`src/rtl/pc_fetch_ctrl_if.sv`:
```
// Fetch-side bus of the PC sequencer: redirect inputs from the datapath and the
// valid/ready instruction-memory request port.
interface pc_fetch_ctrl_if;
   logic [31:0] PCTarget;
   logic        PCSrc;
   logic        Stall;
   logic        FetchValid;
   logic        FetchReady;
   logic [31:0] PC;
   logic [31:0] PCPlus4;
   logic        RedirPending;
   logic        MisalignErr;

   modport master (
      input  PCTarget, PCSrc, Stall, FetchReady,
      output FetchValid, PC, PCPlus4, RedirPending, MisalignErr
   );

   modport slave (
      output PCTarget, PCSrc, Stall, FetchReady,
      input  FetchValid, PC, PCPlus4, RedirPending, MisalignErr
   );
endinterface

```
`src/rtl/pc_fetch_ctrl.sv`:
```
// Program counter and instruction-fetch request sequencer with one queued redirect.
// Define PC_FETCH_MISALIGN_TRAP_EN to trap misaligned redirects to TRAP_VEC instead of masking them.
module pc_fetch_ctrl #(
   parameter logic [31:0] RESET_PC = 32'h0000_0000
`ifdef PC_FETCH_MISALIGN_TRAP_EN
   ,
   parameter logic [31:0] TRAP_VEC = 32'h0000_0100
`endif
) (
   input logic             clk,
   input logic             rst_n,
   pc_fetch_ctrl_if.master fetchBus
);

`ifdef PC_FETCH_MISALIGN_TRAP_EN
   typedef enum logic [2:0] {IDLE, ISSUE, PEND, HOLD, TRAP} fetchState_e;
`else
   typedef enum logic [1:0] {IDLE, ISSUE, PEND, HOLD} fetchState_e;
`endif

   fetchState_e state;
   fetchState_e nextState;
   logic [31:0] pcReg;
   logic [31:0] pendReg;
   logic [31:0] nextPc;
   logic [31:0] nextPend;
   logic [31:0] pcPlus4;
   logic [31:0] redirAddr;
   logic [31:0] fireAddr;
   logic        resetDone;
   logic        fetchValid;
   logic        fire;

   assign pcPlus4  = pcReg + 32'd4;
   assign fire     = fetchValid & fetchBus.FetchReady;
   assign fireAddr = fetchBus.PCSrc ? redirAddr : ((state == PEND) ? pendReg : pcPlus4);

`ifdef PC_FETCH_MISALIGN_TRAP_EN
   logic fireTrap;
   logic holdTrap;

   // Targets are kept raw so a misaligned one can be caught when it is applied.
   assign redirAddr = fetchBus.PCTarget;
   assign fireTrap  = (fetchBus.PCSrc || (state == PEND)) && (fireAddr[1:0] != 2'b00);
   assign holdTrap  = fetchBus.PCSrc && (redirAddr[1:0] != 2'b00);
`else
   logic unusedTargetLsbs;

   assign redirAddr        = {fetchBus.PCTarget[31:2], 2'b00};
   assign unusedTargetLsbs = ^fetchBus.PCTarget[1:0];
`endif

   // resetDone keeps IDLE for one full cycle after the first edge out of reset.
   always_ff @(posedge clk or negedge rst_n) begin
      if (!rst_n) begin
         state     <= IDLE;
         pcReg     <= RESET_PC;
         pendReg   <= '0;
         resetDone <= 1'b0;
      end else begin
         state     <= nextState;
         pcReg     <= nextPc;
         pendReg   <= nextPend;
         resetDone <= 1'b1;
      end
   end

   // An unfired request always stays in ISSUE/PEND; Stall only matters once it fires.
   always_comb begin
      nextState = state;
      case (state)
         IDLE: begin
            if (resetDone) begin
               nextState = fetchBus.Stall ? HOLD : ISSUE;
            end
         end
         ISSUE, PEND: begin
            if (fire) begin
               nextState = fetchBus.Stall ? HOLD : ISSUE;
`ifdef PC_FETCH_MISALIGN_TRAP_EN
               if (fireTrap) begin
                  nextState = TRAP;
               end
`endif
            end else if (fetchBus.PCSrc) begin
               nextState = PEND;
            end
         end
         HOLD: begin
            if (!fetchBus.Stall) begin
               nextState = ISSUE;
            end
`ifdef PC_FETCH_MISALIGN_TRAP_EN
            if (holdTrap) begin
               nextState = TRAP;
            end
`endif
         end
`ifdef PC_FETCH_MISALIGN_TRAP_EN
         TRAP: begin
            nextState = fetchBus.Stall ? HOLD : ISSUE;
         end
`endif
         default: begin
            nextState = IDLE;
         end
      endcase
   end

   // PC only moves on fire, on a direct redirect while no request is out, or leaving TRAP.
   always_comb begin
      fetchValid = (state == ISSUE) || (state == PEND);
      nextPc     = pcReg;
      nextPend   = pendReg;
      case (state)
         ISSUE, PEND: begin
            if (fire) begin
`ifdef PC_FETCH_MISALIGN_TRAP_EN
               if (!fireTrap) begin
                  nextPc = fireAddr;
               end
`else
               nextPc = fireAddr;
`endif
            end else if (fetchBus.PCSrc) begin
               nextPend = redirAddr;
            end
         end
         HOLD: begin
            if (fetchBus.PCSrc) begin
`ifdef PC_FETCH_MISALIGN_TRAP_EN
               if (!holdTrap) begin
                  nextPc = redirAddr;
               end
`else
               nextPc = redirAddr;
`endif
            end
         end
`ifdef PC_FETCH_MISALIGN_TRAP_EN
         TRAP: begin
            nextPc = TRAP_VEC;
         end
`endif
         default: begin
            nextPc = pcReg;
         end
      endcase
   end

   assign fetchBus.FetchValid   = fetchValid;
   assign fetchBus.PC           = pcReg;
   assign fetchBus.PCPlus4      = pcPlus4;
   assign fetchBus.RedirPending = (state == PEND);
`ifdef PC_FETCH_MISALIGN_TRAP_EN
   assign fetchBus.MisalignErr  = (state == TRAP);
`else
   assign fetchBus.MisalignErr  = 1'b0;
`endif

endmodule

```
`src/flat_wrapper.sv`:
```
// flat-port wrapper written by rule: the top's interface ports become plain ports
module pc_fetch_ctrl_flat 
#(
   parameter logic [31:0] RESET_PC = 32'h0000_0000

)
  (clk, rst_n, fetchBus_PCTarget, fetchBus_PCSrc, fetchBus_Stall, fetchBus_FetchReady, fetchBus_FetchValid, fetchBus_PC, fetchBus_PCPlus4, fetchBus_RedirPending, fetchBus_MisalignErr);
  pc_fetch_ctrl_if fetchBus_i ();
  input logic clk;
  input logic rst_n;
  input wire logic [$bits(fetchBus_i.PCTarget)-1:0] fetchBus_PCTarget;
  input wire logic [$bits(fetchBus_i.PCSrc)-1:0] fetchBus_PCSrc;
  input wire logic [$bits(fetchBus_i.Stall)-1:0] fetchBus_Stall;
  input wire logic [$bits(fetchBus_i.FetchReady)-1:0] fetchBus_FetchReady;
  output wire logic [$bits(fetchBus_i.FetchValid)-1:0] fetchBus_FetchValid;
  output wire logic [$bits(fetchBus_i.PC)-1:0] fetchBus_PC;
  output wire logic [$bits(fetchBus_i.PCPlus4)-1:0] fetchBus_PCPlus4;
  output wire logic [$bits(fetchBus_i.RedirPending)-1:0] fetchBus_RedirPending;
  output wire logic [$bits(fetchBus_i.MisalignErr)-1:0] fetchBus_MisalignErr;
  assign fetchBus_i.PCTarget = fetchBus_PCTarget;
  assign fetchBus_i.PCSrc = fetchBus_PCSrc;
  assign fetchBus_i.Stall = fetchBus_Stall;
  assign fetchBus_i.FetchReady = fetchBus_FetchReady;
  assign fetchBus_FetchValid = fetchBus_i.FetchValid;
  assign fetchBus_PC = fetchBus_i.PC;
  assign fetchBus_PCPlus4 = fetchBus_i.PCPlus4;
  assign fetchBus_RedirPending = fetchBus_i.RedirPending;
  assign fetchBus_MisalignErr = fetchBus_i.MisalignErr;
  pc_fetch_ctrl #(.RESET_PC(RESET_PC)) u_core (.clk(clk), .rst_n(rst_n), .fetchBus(fetchBus_i));
endmodule
```
`config.mk`:
```
export PLATFORM = sky130hd
export DESIGN_NAME = pc_fetch_ctrl_flat
export DESIGN_NICKNAME = d
export VERILOG_FILES = /design/src/rtl/pc_fetch_ctrl_if.sv /design/src/rtl/pc_fetch_ctrl.sv /design/src/flat_wrapper.sv
export SDC_FILE = /design/constraint.sdc
export NUM_CORES = 1
export LEC_CHECK = 0
export ABC_CLOCK_PERIOD_IN_PS = 3300
export CAP_MARGIN = 20
export CORE_ASPECT_RATIO = 0.9
export CORE_UTILIZATION = 49
export DETAILED_ROUTE_END_ITERATION = 10
export PLACE_DENSITY = 0.79
export SETUP_SLACK_MARGIN = 0.1
export SYNTH_ARGS = -nofsm -noshare
export SYNTH_HDL_FRONTEND = slang
export SYNTH_SLANG_ARGS = --single-unit
```
`constraint.sdc`:
```
create_clock -name clk -period 3.3 [get_ports clk]
set_input_delay 0.99 -clock clk [delete_from_list [all_inputs] [get_ports clk]]
set_output_delay 0.99 -clock clk [all_outputs]
set_load 0.01 [all_outputs]
```
[Yosys cells after proc, flatten, opt, wreduce, memory -nomap -nowiden]
Index checks and enable logic that the tools add are counted.
Widths: inputs -> output; s select.
Operators by class
  bitwise logic cells: 2
  add/subtract/negate cells: 1
  reduce and logical (&&, ||, !) cells: 7
  eq/ne operators: 8
  mux-type cells: 11
Operators by type and width (number)
  $mux 32: 4
  $pmux 32 s2: 1
  $add 32x3->32 const B: 1
  $mux 2: 5
  $reduce_and 3->1: 3
  $pmux 2 s3: 1
  $eq 2x2->1 const B: 2
  $ne 2x1->1 const B: 2
  $ne 2x2->1 const B: 2
  $ne 3x2->1 const B: 1
  $eq 2x1->1 const B: 1
  $logic_not 2->1: 1
  $reduce_bool 2->1: 1
  $reduce_or 2->1: 1
  $and 1x1->1: 1
  $logic_or 1x1->1: 1
  $not 1->1: 1
Word-level totals
  register bits: 65
  output and inout bits: 67
  word-level logic and storage cells: 33

[Longest topological paths before layout]
  depth in word-level cells: 5
  gate-level depth with buffers: 9
  depth with buffers taken out: 7

[Worst setup path before layout]
Ideal clock, no wire load.
  path kind: flip-flop to output port
  start: register u_core.pcReg[10] (netlist: u_core.fetchBus.PC[10])
  end: output port fetchBus_PCPlus4[22]
  setup slack: 509 ps
  path buffers: 1
  cell stages (with the launch flop): 6
  arrival time: 1801 ps
  cell sequence: dfrtp_1 > nand3_2 > or3_1 > buf_2 > nor4_1 > xor2_1
On the way
  cells in the longest elaborated chain, start to end: 1
Ends and longest elaborated chain
  start, declared: RTL line pc_fetch_ctrl.sv:23  | logic [31:0] pcReg;
  start signal, assigned: RTL line pc_fetch_ctrl.sv:62  | pcReg <= nextPc;
  $add 32x3->32: RTL line pc_fetch_ctrl.sv:34  | assign pcPlus4 = pcReg + 32'd4;
  end, declared: RTL line flat_wrapper.sv:17  | output wire logic [$bits(fetchBus_i.PCPlus4)-1:0] fetchBus_PCPlus4;
Every way passes these cells.

[Worst setup path after layout]
  start: register u_core.pcReg[3] (netlist: u_core.fetchBus.PC[3])
  end: output port fetchBus_PCPlus4[28]
Same word-level chain as after synthesis.

==> flow_summary.toml <==
[yosys]
synth_cell_type_count = 55
syn_avg_cell_area_sq_um = 10.0
synthTopCellsByArea = "dfrtp_1 42%, mux2_2 9.3%, mux2i_1 3.7%"
synth_top_area_cell = "dfrtp_1"
synth_ff_type = "dfrtp_1"
syn_inst = 376
seq_area_frac_synth_pct = 41.8
synth_edf_count = 0
synth-seq-cells = 63
synthArstFlopShare_pct = 100
yosysTopAreaCellShare_pct = 41.8
synthesis.area_sq_um = 3770
yosys_warnings = 0

[finish]
final_cells = 608
fillers = 495
multiInputGateArea_sq_um = 2150
layout_commonest_cell = "clkdlybuf4s50_1"
final_cell_mix = "73 x clkdlybuf4s50_1, 58 x dfrtp_1, 53 x buf_4"
n_antenna_cell = 0
syn_to_final_growth_pct = 45.0
regArea_sq_um = 1580
final_util_pct = 75.3
drive_above_1_share_pct = 28.5
finalNetCount = 552

[detailed_routing]
drt_iter0_drc = 410
num_vias = 3800
routed_via_density = 6.25
wire_per_inst_um = 19.7
drc = 0
firstDrtPassIters = 6
wl_mm = 12.0
final_antenna_net_count = 0

[floorplanning]
core_region_area_sq_um = 7260
fp.dieArea_sq_um = 8050
num_rows = 29
die_w_um = 94.4
io_pins = 104
die_h_um = 85.2
start_util_pct = 51.9

[sta]
fin_ws_ps = -130
hold_viol = 0
hold_ws_ps = 508
finalSetupViolCount = 1
worst_pin_slew_ps = 1170
fin_crit_sh_pct = 104
rsz0062_at_grt = "yes"
fin_skew_ps = 9.13
relSlewSlack_pct = 21.6
fmax_mhz = 292
slew_viol_final = 0
period_minus_slack_ps = 3430
fin_setup_tns_ps = -130

[critical_path]
required_ps = 2310
path_class = "reg -> out"
worstPathCellList = "ha_2 > nand3_4 > nor4_4 > buf_6 > nand4_1 > xnor2_1 > dlygate4sd2_1"
cp_num_buf_inv = 2
arrival_ps = 2440
critical-path-top-delay-family = "simple AND/OR/NAND/NOR gates"
worstSetupStartpointType = "flop"
cp_slowest_cell = "dfrtp_1"
crit_fanout = 7
slowest_delay_ps = 410
endpoint_kind = "output pin"

[clock_tree]
clock_sinks = 63
cts_tree = "yes"
clock_path_buffers = 2
cts-buffers-inserted = 9
ctsHtreeMaxLevel = 3
clk_pin_slew_ps = 70
ctsHoldBuffers = 0
insertion_delay_ps = 350
cts.root.buffer_cell = "clkbuf_8"

[global_routing]
antenna_found_initial = 0
grt_pass1_vias = 3697
track_usage_pct = 29.5
grt_pass1_wl_mm = 18.2
grt-ovfl-total = 0
grt_max_degree = 35

[min_path]
hp-class = "reg -> reg"

[placed_design]
port_buffers = 96
dp.cells = 572
gp_routability_congestion = 0.842
dp_hpwl_mm = 7.68
pre_cts_ws_ps = 14.4

[pwr]
power-per-cell-area_nw_per_um2 = 1020
ir_drop_v = 0.000760
p_leak_nw = 2.48

[status]
status = "finished, violations left"
violations = "setup timing"

[flow_run]
drv_cap = 0
## per-layer routing
layer  track usage, %  vias up  wire length [um]
li1                 -     1644                 -
met1             38.2     1813              4700
met2             48.0      282              5860
met3             5.29       61              1070
met4             13.4        0               384
met5                0        -                 0
## report_power, final
| group | switching, W | internal (W) | total [W] |
|---|---|---|---|
| clock | 0.000332 | 0.000373 | 0.000705 |
| sequential | 0.000374 | 0.00118 | 0.00155 |
| combinational | 0.00167 | 0.00166 | 0.00334 |
| total | 0.00238 | 0.00322 | 0.00560 |
## cell type report
| type | count | area share [%] |
|---|---|---|
| Multi-Input combinational cell | 277 | 39.3 |
| Clock buffer | 10 | 2.52 |
| Sequential cell | 63 | 29.0 |
| Inverter | 8 | 0.550 |
| Tap cell | 93 | 2.13 |
| Clock inverter | 6 | 1.24 |
| Timing Repair Buffer | 151 | 25.3 |
## final timing paths
kind	slack, ps	from	cells after the start	endpoint
min in group asynchronous	680	rst_n	1	u_core.pendReg[9]
setup / recovery	-130	u_core.fetchBus.PC[3]	7	fetchBus_PCPlus4[28]
hold / removal	510	u_core.pendReg[31]	1	u_core.pendReg[31]
hold reg to reg	510	u_core.pendReg[31]	1	u_core.pendReg[31]
max in group asynchronous	1950	rst_n	2	u_core.fetchBus.PC[20]
setup reg to reg	750	u_core.state[0]	8	u_core.fetchBus.PC[18]
## cells by family (layout without fill, tap and decap cells)
kind of cell / Yosys count / count (layout) / share of synthesized area [%]
fa+ha+maj: 5 / 5 / 1.66
other cells: 2 / 6 / 0.199
flops: 63 / 63 / 41.8
mux: 45 / 45 / 13.0
simple gates: 113 / 113 / 16.6
compound gates: 80 / 80 / 14.5
buf+inv: 40 / 175 / 5.71
xor+xnor: 28 / 28 / 6.51
## timing repair
| item | 4_1_cts | 5_1_grt |
|---|---|---|
| hold endpoints to repair | 0 | 0 |
| gates cloned | 0 | 0 |
| setup endpoints to repair | 23 | 24 |
| gates resized for setup | 41 | 32 |
| buffers inserted | 12 | 8 |
| pin swaps | 4 | 4 |
## state kept, by name (all words and copies together) (netlist names)
register	flops
u_core.resetDone	1
u_core.fetchBus.PC	30
u_core.pendReg	30
u_core.state	2
## Yosys cell counts (3+ instances only)
library cell	number
buf_2	3
o2bb2ai_1	6
o221ai_1	3
nor4_1	11
clkbuf_1	17
mux2i_1	14
nand3_2	3
nand4_1	7
and3_1	6
nand2_1	15
a22oi_1	3
or4_1	4
o22ai_1	12
xnor2_1	15
o21ai_0	12
inv_1	8
a21oi_1	21
nor3_1	6
buf_4	5
nor2_1	29
ha_1	5
mux2_2	31
a22o_1	6
a222oi_1	3
nand3_1	19
dfrtp_1	63
xor2_1	13
## through the flow
step / instance area, sq um / power [W]
2_1_floorplan: 3780 / 0.00332
3_3_place_gp: 4950 / 0.00460
3_5_place_dp: 4950 / 0.00472
4_1_cts: 5280 / 0.00546
5_1_grt: 5460 / 0.00592
6_report: 5460 / 0.00560
Note: power is estimated with default switching activity, not from simulation.
